[src/rtl/seg7_pkg.sv]
`default_nettype none
// ============================================================================
//  Module      : seg7_pkg
//  Description : Shared types and helpers for the 7-segment display driver:
//                double-dabble FSM state encoding, 4-bit digit code type,
//                BCD add-3 adjust step and the digit-to-segment decoder.
//  Contents    : dd_state_e    - IDLE / SHIFT / COMMIT
//                digit_e       - 0..9, DIG_MINUS (4'hA), DIG_BLANK (4'hF)
//                bcd_adjust()  - add 3 to every BCD nibble >= 5
//                digit_to_seg()- active-high {g,f,e,d,c,b,a} pattern
//  Revision    : 1.0 - initial release
// ============================================================================
package seg7_pkg;

   typedef enum logic [1:0] {
      ST_IDLE   = 2'd0,
      ST_SHIFT  = 2'd1,
      ST_COMMIT = 2'd2
   } dd_state_e;

   typedef enum logic [3:0] {
      DIG_0     = 4'h0,
      DIG_1     = 4'h1,
      DIG_2     = 4'h2,
      DIG_3     = 4'h3,
      DIG_4     = 4'h4,
      DIG_5     = 4'h5,
      DIG_6     = 4'h6,
      DIG_7     = 4'h7,
      DIG_8     = 4'h8,
      DIG_9     = 4'h9,
      DIG_MINUS = 4'hA,
      DIG_BLANK = 4'hF
   } digit_e;

   // Pre-shift correction of the double-dabble: any nibble that would
   // reach 10 or more after doubling is pushed over into the next decade.
   function automatic logic [11:0] bcd_adjust(input logic [11:0] bcd);
      logic [11:0] r;
      r = bcd;
      for (int i = 0; i < 3; i++) begin
         if (bcd[4*i +: 4] >= 4'd5) begin
            r[4*i +: 4] = bcd[4*i +: 4] + 4'd3;
         end
      end
      return r;
   endfunction

   // Segment pattern {g,f,e,d,c,b,a}, 1 = segment lit.
   function automatic logic [6:0] digit_to_seg(input digit_e code);
      logic [6:0] s;
      case (code)
         DIG_0:     s = 7'b0111111;
         DIG_1:     s = 7'b0000110;
         DIG_2:     s = 7'b1011011;
         DIG_3:     s = 7'b1001111;
         DIG_4:     s = 7'b1100110;
         DIG_5:     s = 7'b1101101;
         DIG_6:     s = 7'b1111101;
         DIG_7:     s = 7'b0000111;
         DIG_8:     s = 7'b1111111;
         DIG_9:     s = 7'b1101111;
         DIG_MINUS: s = 7'b1000000;
         default:   s = 7'b0000000;
      endcase
      return s;
   endfunction

endpackage : seg7_pkg
`default_nettype wire

[src/rtl/seg7_display_driver_bcd.sv]
`default_nettype none
// ============================================================================
//  Module      : bcd_double_dabble
//  Description : Sequential 8-bit binary to 3-digit BCD converter with
//                optional two's-complement interpretation. One shift per
//                clock: start edge, 8 shift edges, 1 commit edge.
//  Ports       : clk          - system clock
//                resetn       - asynchronous active-low reset
//                start_i      - begin a conversion (honoured in IDLE only)
//                value_i      - 8-bit operand
//                non_signed_i - 1 = unsigned, 0 = two's complement
//                busy_o       - FSM not in IDLE
//                done_o       - one-cycle strobe in COMMIT; outputs valid
//                sign_o       - operand was negative
//                hundreds_o / tens_o / ones_o - BCD digits of |value|
//  Revision    : 1.0 - initial release
// ============================================================================
module bcd_double_dabble
   import seg7_pkg::*;
(
   input  logic       clk,
   input  logic       resetn,
   input  logic       start_i,
   input  logic [7:0] value_i,
   input  logic       non_signed_i,
   output logic       busy_o,
   output logic       done_o,
   output logic       sign_o,
   output logic [3:0] hundreds_o,
   output logic [3:0] tens_o,
   output logic [3:0] ones_o
);

   dd_state_e   state_q, state_d;
   logic [11:0] bcd_q,   bcd_d;
   logic [7:0]  mag_q,   mag_d;
   logic [2:0]  cnt_q,   cnt_d;
   logic        sign_q,  sign_d;

   always_ff @(posedge clk or negedge resetn) begin
      if (!resetn) begin
         state_q <= ST_IDLE;
         bcd_q   <= '0;
         mag_q   <= '0;
         cnt_q   <= '0;
         sign_q  <= 1'b0;
      end else begin
         state_q <= state_d;
         bcd_q   <= bcd_d;
         mag_q   <= mag_d;
         cnt_q   <= cnt_d;
         sign_q  <= sign_d;
      end
   end

   always_comb begin
      state_d = state_q;
      bcd_d   = bcd_q;
      mag_d   = mag_q;
      cnt_d   = cnt_q;
      sign_d  = sign_q;
      case (state_q)
         ST_IDLE: begin
            if (start_i) begin
               sign_d  = ~non_signed_i & value_i[7];
               // -128 negates to 8'h80, which is correctly read as 128.
               mag_d   = sign_d ? (~value_i + 8'd1) : value_i;
               bcd_d   = '0;
               cnt_d   = '0;
               state_d = ST_SHIFT;
            end
         end
         ST_SHIFT: begin
            {bcd_d, mag_d} = {bcd_adjust(bcd_q), mag_q} << 1;
            cnt_d          = cnt_q + 3'd1;
            if (cnt_q == 3'd7) begin
               state_d = ST_COMMIT;
            end
         end
         ST_COMMIT: begin
            state_d = ST_IDLE;
         end
         default: begin
            state_d = ST_IDLE;
         end
      endcase
   end

   assign busy_o     = (state_q != ST_IDLE);
   assign done_o     = (state_q == ST_COMMIT);
   assign sign_o     = sign_q;
   assign hundreds_o = bcd_q[11:8];
   assign tens_o     = bcd_q[7:4];
   assign ones_o     = bcd_q[3:0];

endmodule : bcd_double_dabble
`default_nettype wire

[src/rtl/seg7_display_driver.sv]
`default_nettype none
// ============================================================================
//  Module      : seg7_display_driver
//  Description : Shows an 8-bit CPU result as sign + 3 decimal digits on a
//                4-digit multiplexed common-segment 7-segment display, with
//                leading-zero blanking and signed/unsigned selection.
//  Ports       : clk        - system clock
//                resetn     - asynchronous active-low reset
//                value      - number to display
//                non_signed - 1 = unsigned, 0 = two's complement
//                blank      - 1 = all digits off (conversion keeps running)
//                seg        - {g,f,e,d,c,b,a}, polarity per SEG_ACTIVE_LOW
//                an         - one-hot digit enable, an[3] sign, an[0] ones
//                busy       - conversion in progress
//  Revision    : 1.0 - initial release
// ============================================================================
module seg7_display_driver
   import seg7_pkg::*;
#(
   parameter int REFRESH_DIV    = 50000,
   parameter bit SEG_ACTIVE_LOW = 1'b1
) (
   input  logic       clk,
   input  logic       resetn,
   input  logic [7:0] value,
   input  logic       non_signed,
   input  logic       blank,
   output logic [6:0] seg,
   output logic [3:0] an,
   output logic       busy
);

   localparam int             CNT_W    = (REFRESH_DIV > 2) ? $clog2(REFRESH_DIV) : 1;
   localparam logic [CNT_W-1:0] CNT_LAST = CNT_W'(REFRESH_DIV - 1);
   localparam logic [6:0]     SEG_OFF  = SEG_ACTIVE_LOW ? 7'h7F : 7'h00;
   localparam logic [3:0]     AN_OFF   = SEG_ACTIVE_LOW ? 4'hF  : 4'h0;

   // ---------------------------------------------------------------- convert
   logic       dd_busy, dd_done, dd_sign, dd_start;
   logic [3:0] dd_hund, dd_tens, dd_ones;

   logic [8:0] shadow_q;
   logic       shadow_valid_q;

   // A new conversion is requested whenever the displayed operand is stale;
   // changes arriving mid-conversion are caught here once the FSM is idle.
   assign dd_start = ~dd_busy &
                     (~shadow_valid_q | ({non_signed, value} != shadow_q));

   bcd_double_dabble u_bcd (
      .clk          (clk),
      .resetn       (resetn),
      .start_i      (dd_start),
      .value_i      (value),
      .non_signed_i (non_signed),
      .busy_o       (dd_busy),
      .done_o       (dd_done),
      .sign_o       (dd_sign),
      .hundreds_o   (dd_hund),
      .tens_o       (dd_tens),
      .ones_o       (dd_ones)
   );

   assign busy = dd_busy;

   always_ff @(posedge clk or negedge resetn) begin
      if (!resetn) begin
         shadow_q       <= '0;
         shadow_valid_q <= 1'b0;
      end else begin
         if (dd_start) begin
            shadow_q <= {non_signed, value};
         end
         if (dd_done) begin
            shadow_valid_q <= 1'b1;
         end
      end
   end

   // ---------------------------------------------------------------- digits
   digit_e sign_dig_q, hund_dig_q, tens_dig_q, ones_dig_q;

   always_ff @(posedge clk or negedge resetn) begin
      if (!resetn) begin
         sign_dig_q <= DIG_BLANK;
         hund_dig_q <= DIG_BLANK;
         tens_dig_q <= DIG_BLANK;
         ones_dig_q <= DIG_BLANK;
      end else if (dd_done) begin
         sign_dig_q <= dd_sign ? DIG_MINUS : DIG_BLANK;
         hund_dig_q <= (dd_hund == 4'd0) ? DIG_BLANK : digit_e'(dd_hund);
         tens_dig_q <= ((dd_hund == 4'd0) && (dd_tens == 4'd0)) ?
                       DIG_BLANK : digit_e'(dd_tens);
         ones_dig_q <= digit_e'(dd_ones);
      end
   end

   // ---------------------------------------------------------------- scan
   logic [CNT_W-1:0] refresh_cnt_q;
   logic [1:0]       scan_idx_q;

   always_ff @(posedge clk or negedge resetn) begin
      if (!resetn) begin
         refresh_cnt_q <= '0;
         scan_idx_q    <= 2'd0;
      end else if (refresh_cnt_q == CNT_LAST) begin
         refresh_cnt_q <= '0;
         scan_idx_q    <= scan_idx_q + 2'd1;
      end else begin
         refresh_cnt_q <= refresh_cnt_q + CNT_W'(1);
      end
   end

   // ---------------------------------------------------------------- output
   digit_e     sel_dig;
   logic [6:0] seg_d;
   logic [3:0] an_d;
   logic [6:0] seg_q;
   logic [3:0] an_q;

   always_comb begin
      sel_dig = DIG_BLANK;
      case (scan_idx_q)
         2'd0:    sel_dig = ones_dig_q;
         2'd1:    sel_dig = tens_dig_q;
         2'd2:    sel_dig = hund_dig_q;
         default: sel_dig = sign_dig_q;
      endcase
   end

   always_comb begin
      seg_d = 7'b0;
      an_d  = 4'b0;
      if (!blank) begin
         seg_d = digit_to_seg(sel_dig);
         an_d  = 4'b0001 << scan_idx_q;
      end
   end

   // seg and an change together on one edge, so no digit ever shows its
   // neighbour's pattern.
   always_ff @(posedge clk or negedge resetn) begin
      if (!resetn) begin
         seg_q <= SEG_OFF;
         an_q  <= AN_OFF;
      end else begin
         seg_q <= SEG_ACTIVE_LOW ? ~seg_d : seg_d;
         an_q  <= SEG_ACTIVE_LOW ? ~an_d  : an_d;
      end
   end

   assign seg = seg_q;
   assign an  = an_q;

endmodule : seg7_display_driver
`default_nettype wire

[config.mk]
export PLATFORM = sky130hd
export DESIGN_NAME = seg7_display_driver
export DESIGN_NICKNAME = d
export VERILOG_FILES = /design/src/rtl/seg7_pkg.sv /design/src/rtl/seg7_display_driver_bcd.sv /design/src/rtl/seg7_display_driver.sv
export SDC_FILE = /design/constraint.sdc
export NUM_CORES = 1
export LEC_CHECK = 0
export CORE_MARGIN = 2
export CORE_UTILIZATION = 45
export CTS_BUF_LIST = sky130_fd_sc_hd__clkbuf_16
export DETAILED_ROUTE_END_ITERATION = 10
export GPL_ROUTABILITY_DRIVEN = 0
export HOLD_SLACK_MARGIN = 0.12
export PLACE_DENSITY = 0.65
export RECOVER_POWER = 100
export SYNTH_ARGS = -nofsm -noshare
export SYNTH_HDL_FRONTEND = slang
export SYNTH_SLANG_ARGS = --single-unit
[constraint.sdc]
create_clock -name clk -period 2.1 [get_ports clk]
set_input_delay 0.315 -clock clk [delete_from_list [all_inputs] [get_ports clk]]
set_output_delay 0.315 -clock clk [all_outputs]
set_load 0.005 [all_outputs]
==> impl_metrics.ini <==
[timing]
rsz0062_at_grt = yes
worstMarginPinSlew_ns = 1.16
max_freq_mhz = 504
slew_headroom_pct = 22.7
drv_slew = 0
final.setup.tns_ns = 0
finalHoldViolCount = 0
period_needed_ns = 1.99
fin_skew_ns = 0.00637
setup_viol = 0
timing.final.crit_share_pct = 94.5

[die]
core_area_um2 = 8720
placement_rows = 34
io_pins = 24
fp.dieH_um = 98.7
dieArea_um2 = 9750
die_width_um = 98.7
start_util_pct = 46.3

[synthesis]
syn-num-nets = 432
synth_area_um2 = 4040
ys.flop_type = dfrtp_1
synth_seq_cells = 78
synthXorXnorAreaFrac_pct = 7.16
synthMuxAreaShare_pct = 3.04
synth_fa_ha_area_share_pct = 6.51
yosysWarnings = 0
synth_simple_gate_area_share_pct = 17.2
synth.avg_cell_area_um2 = 10.1
ys_async_sr_fraction_pct = 100
synth_compound_area_share_pct = 13.8
yosysSeqAreaShare_pct = 49.1
synth_edf_count = 0
syn_inst = 399
synth_top_family_by_area = simple AND/OR/NAND/NOR gates
ys_types = 48

[grt]
antenna_found_initial = 0
grtUsageTotal_pct = 18.4
grt_pass1_wl_um = 14600
grt_pass1_vias = 3176
gr-total-overflow = 0
grt_max_degree = 39

[cells_and_area]
drive_above_1_share_pct = 20.5
layout_common_cells = dfrtp_1, nand2_1, nor2_1, buf_4
fillerInstances = 758
regArea_um2 = 1980
multi_input_area_um2 = 1960
diodes = 0
final_common_cell = dfrtp_1
final_cell_area_um2 = 4900
final_nets = 487
syn_to_final_growth_pct = 21.3

[place]
place_area_um2 = 4580
dp_hpwl_um = 5960
io_buffers = 23

[status]
status = completed

[critical_path]
slowest_stage = dfrtp_1
crit_path_end_kind = flip-flop
crit_top_cell = inv_1
crit_type = flip-flop to flip-flop
cp_cell_sequence = buf_4, ha_2, a222oi_1, inv_1, o21ai_2, inv_1, ha_1, nand2b_1, a21oi_2, o21bai_1
critical_path.top_delay_family = compound AO/OA/AOI/OAI gates
worstPathRequired_ns = 2.35
cp_max_fo = 2
slowest_delay_ns = 0.39
arrival_ns = 2.24
path_buf_inv = 3
start_kind = flip-flop

[pwr]
switching_share_pct = 34.4
internal_power_mw = 4.17
clkPwrFrac_pct = 21.3
pwr-share-seq_pct = 39.8
power_density_nw_per_um2 = 1300
p_leak_nw = 2.19
combPwrFrac_pct = 38.8
vdd_drop_max_mv = 0.771
power_switching_mw = 2.18

[clocking]
clock_tree.htree_level_count = 3
cts.reportedPaths.clkPinSlew_ns = 0.06
root_buffer = clkbuf_16
numCtsBuffers = 9
clkSinkCount = 78
cts_tree = built
clockBufferDepth = 2
clk_latency_ns = 0.33

[detailed_routing]
drtPass1Iterations = 4
drtAntennaViolNets = 0
wl_per_cell_um = 14.3
drc_errors = 0
avgViaCountPerCell = 5.30
drt_iter0_drc = 103
drt_wl_total_um = 8110
vias = 3004

[run]
maxCapViolations = 0

[min_path]
hold_path_class = flip-flop to flip-flop
==> synth_stat cells, types with 8 or more instances <==
library cell,number,area share (%)
o22a_1,8,1.7
a21oi_1,12,1.5
clkbuf_1,9,0.84
dfrtp_1,54,33
nand2b_1,14,2.2
dfstp_2,24,16
o21ai_0,25,3.1
xnor2_1,22,4.8
inv_1,21,2.0
nor2_1,31,2.9
xor2_1,11,2.4
nand2_1,51,4.7
nand3_1,13,1.6
mux2_2,10,2.8
a22o_1,9,2.0
ha_1,21,6.5
==> flip-flops by register name (all words and copies together), names as in the netlist <==
register and count:
refresh_cnt_q 16, u_bcd.bcd_q 12, shadow_q 9, u_bcd.mag_q 8
seg 7, an 4, hund_dig_q 4, ones_dig_q 4
tens_dig_q 4, u_bcd.cnt_q 3, scan_idx_q 2, u_bcd.state_q 2
shadow_valid_q 1, sign_dig_q 1, u_bcd.sign_o 1
==> area by class of cell <==
class / instances / area share (%)
timing repair buffer: 56 / 9.94
inverter: 21 / 1.61
multi-input combinational: 288 / 39.9
sequential: 78 / 40.5
clock inverter: 7 / 0.715
tap: 108 / 2.76
clock buffer: 9 / 4.60
==> per-layer routing <==
metal	up-vias	GRT usage, %	part of all wire (%)
met4	0	5.16	1.1
met5	-	0	0
met3	8	4.47	2.3
met2	33	31.9	51
li1	1502	-	-
met1	1461	23.0	46
==> cells by family after synthesis <==
family | count (synthesis)
compound gates | 81
xor+xnor | 33
fa+ha+maj | 21
buf+inv | 33
flops | 78
mux | 11
simple gates | 142
==> through the flow <==
step	hold slack, ns	setup slack, ns	util, %	power (mW)	instances
floorplan	0.0194	0.0563	-	4.16	399
global placement	0.214	0.00722	52.5	4.89	547
detailed placement	0.219	-0.0220	52.5	4.99	547
CTS	0.414	0.0275	55.9	6.37	567
global route	0.490	-0.0430	56.2	6.88	567
finish	0.446	0.114	56.2	6.35	567
==> worst paths after layout <==
check,startpoint,endpoint,slack (ns),cells past startpoint
setup / recovery,scan_idx_q[0],seg[3],0.11,10
hold / removal,u_bcd.sign_o,sign_dig_q[0],0.45,1
setup reg to reg,scan_idx_q[0],seg[3],0.11,10
hold reg to reg,u_bcd.sign_o,sign_dig_q[0],0.45,1
max in group asynchronous,resetn,u_bcd.cnt_q[0],0.45,3
min in group asynchronous,resetn,refresh_cnt_q[10],0.74,2
==> timing repair <==
item	in CTS	in global routing
endpoints found under the setup margin	3	6
pin swaps	0	3
hold buffers	1	0
hold endpoints to repair	7	0
buffers inserted	3	0
resized for setup	0	10
==> worst reg2reg max path, stage by stage (launching register included) <==
cell,delay [ns]
dfrtp_1,0.39
buf_4,0.14
ha_2,0.19
a222oi_1,0.25
inv_1,0.11
o21ai_2,0.16
inv_1,0.08
ha_1,0.19
nand2b_1,0.15
a21oi_2,0.16
o21bai_1,0.09
==> power groups by stage <==
stage | Clock, mW | Combinational, mW | Sequential (mW)
2_1_floorplan | 0 | 1.72 | 2.43
3_3_place_gp | 0 | 2.34 | 2.55
3_5_place_dp | 0 | 2.43 | 2.56
4_1_cts | 1.39 | 2.44 | 2.54
5_1_grt | 1.46 | 2.81 | 2.61
6_report | 1.35 | 2.47 | 2.53
Power figures use the tool's default switching activity.
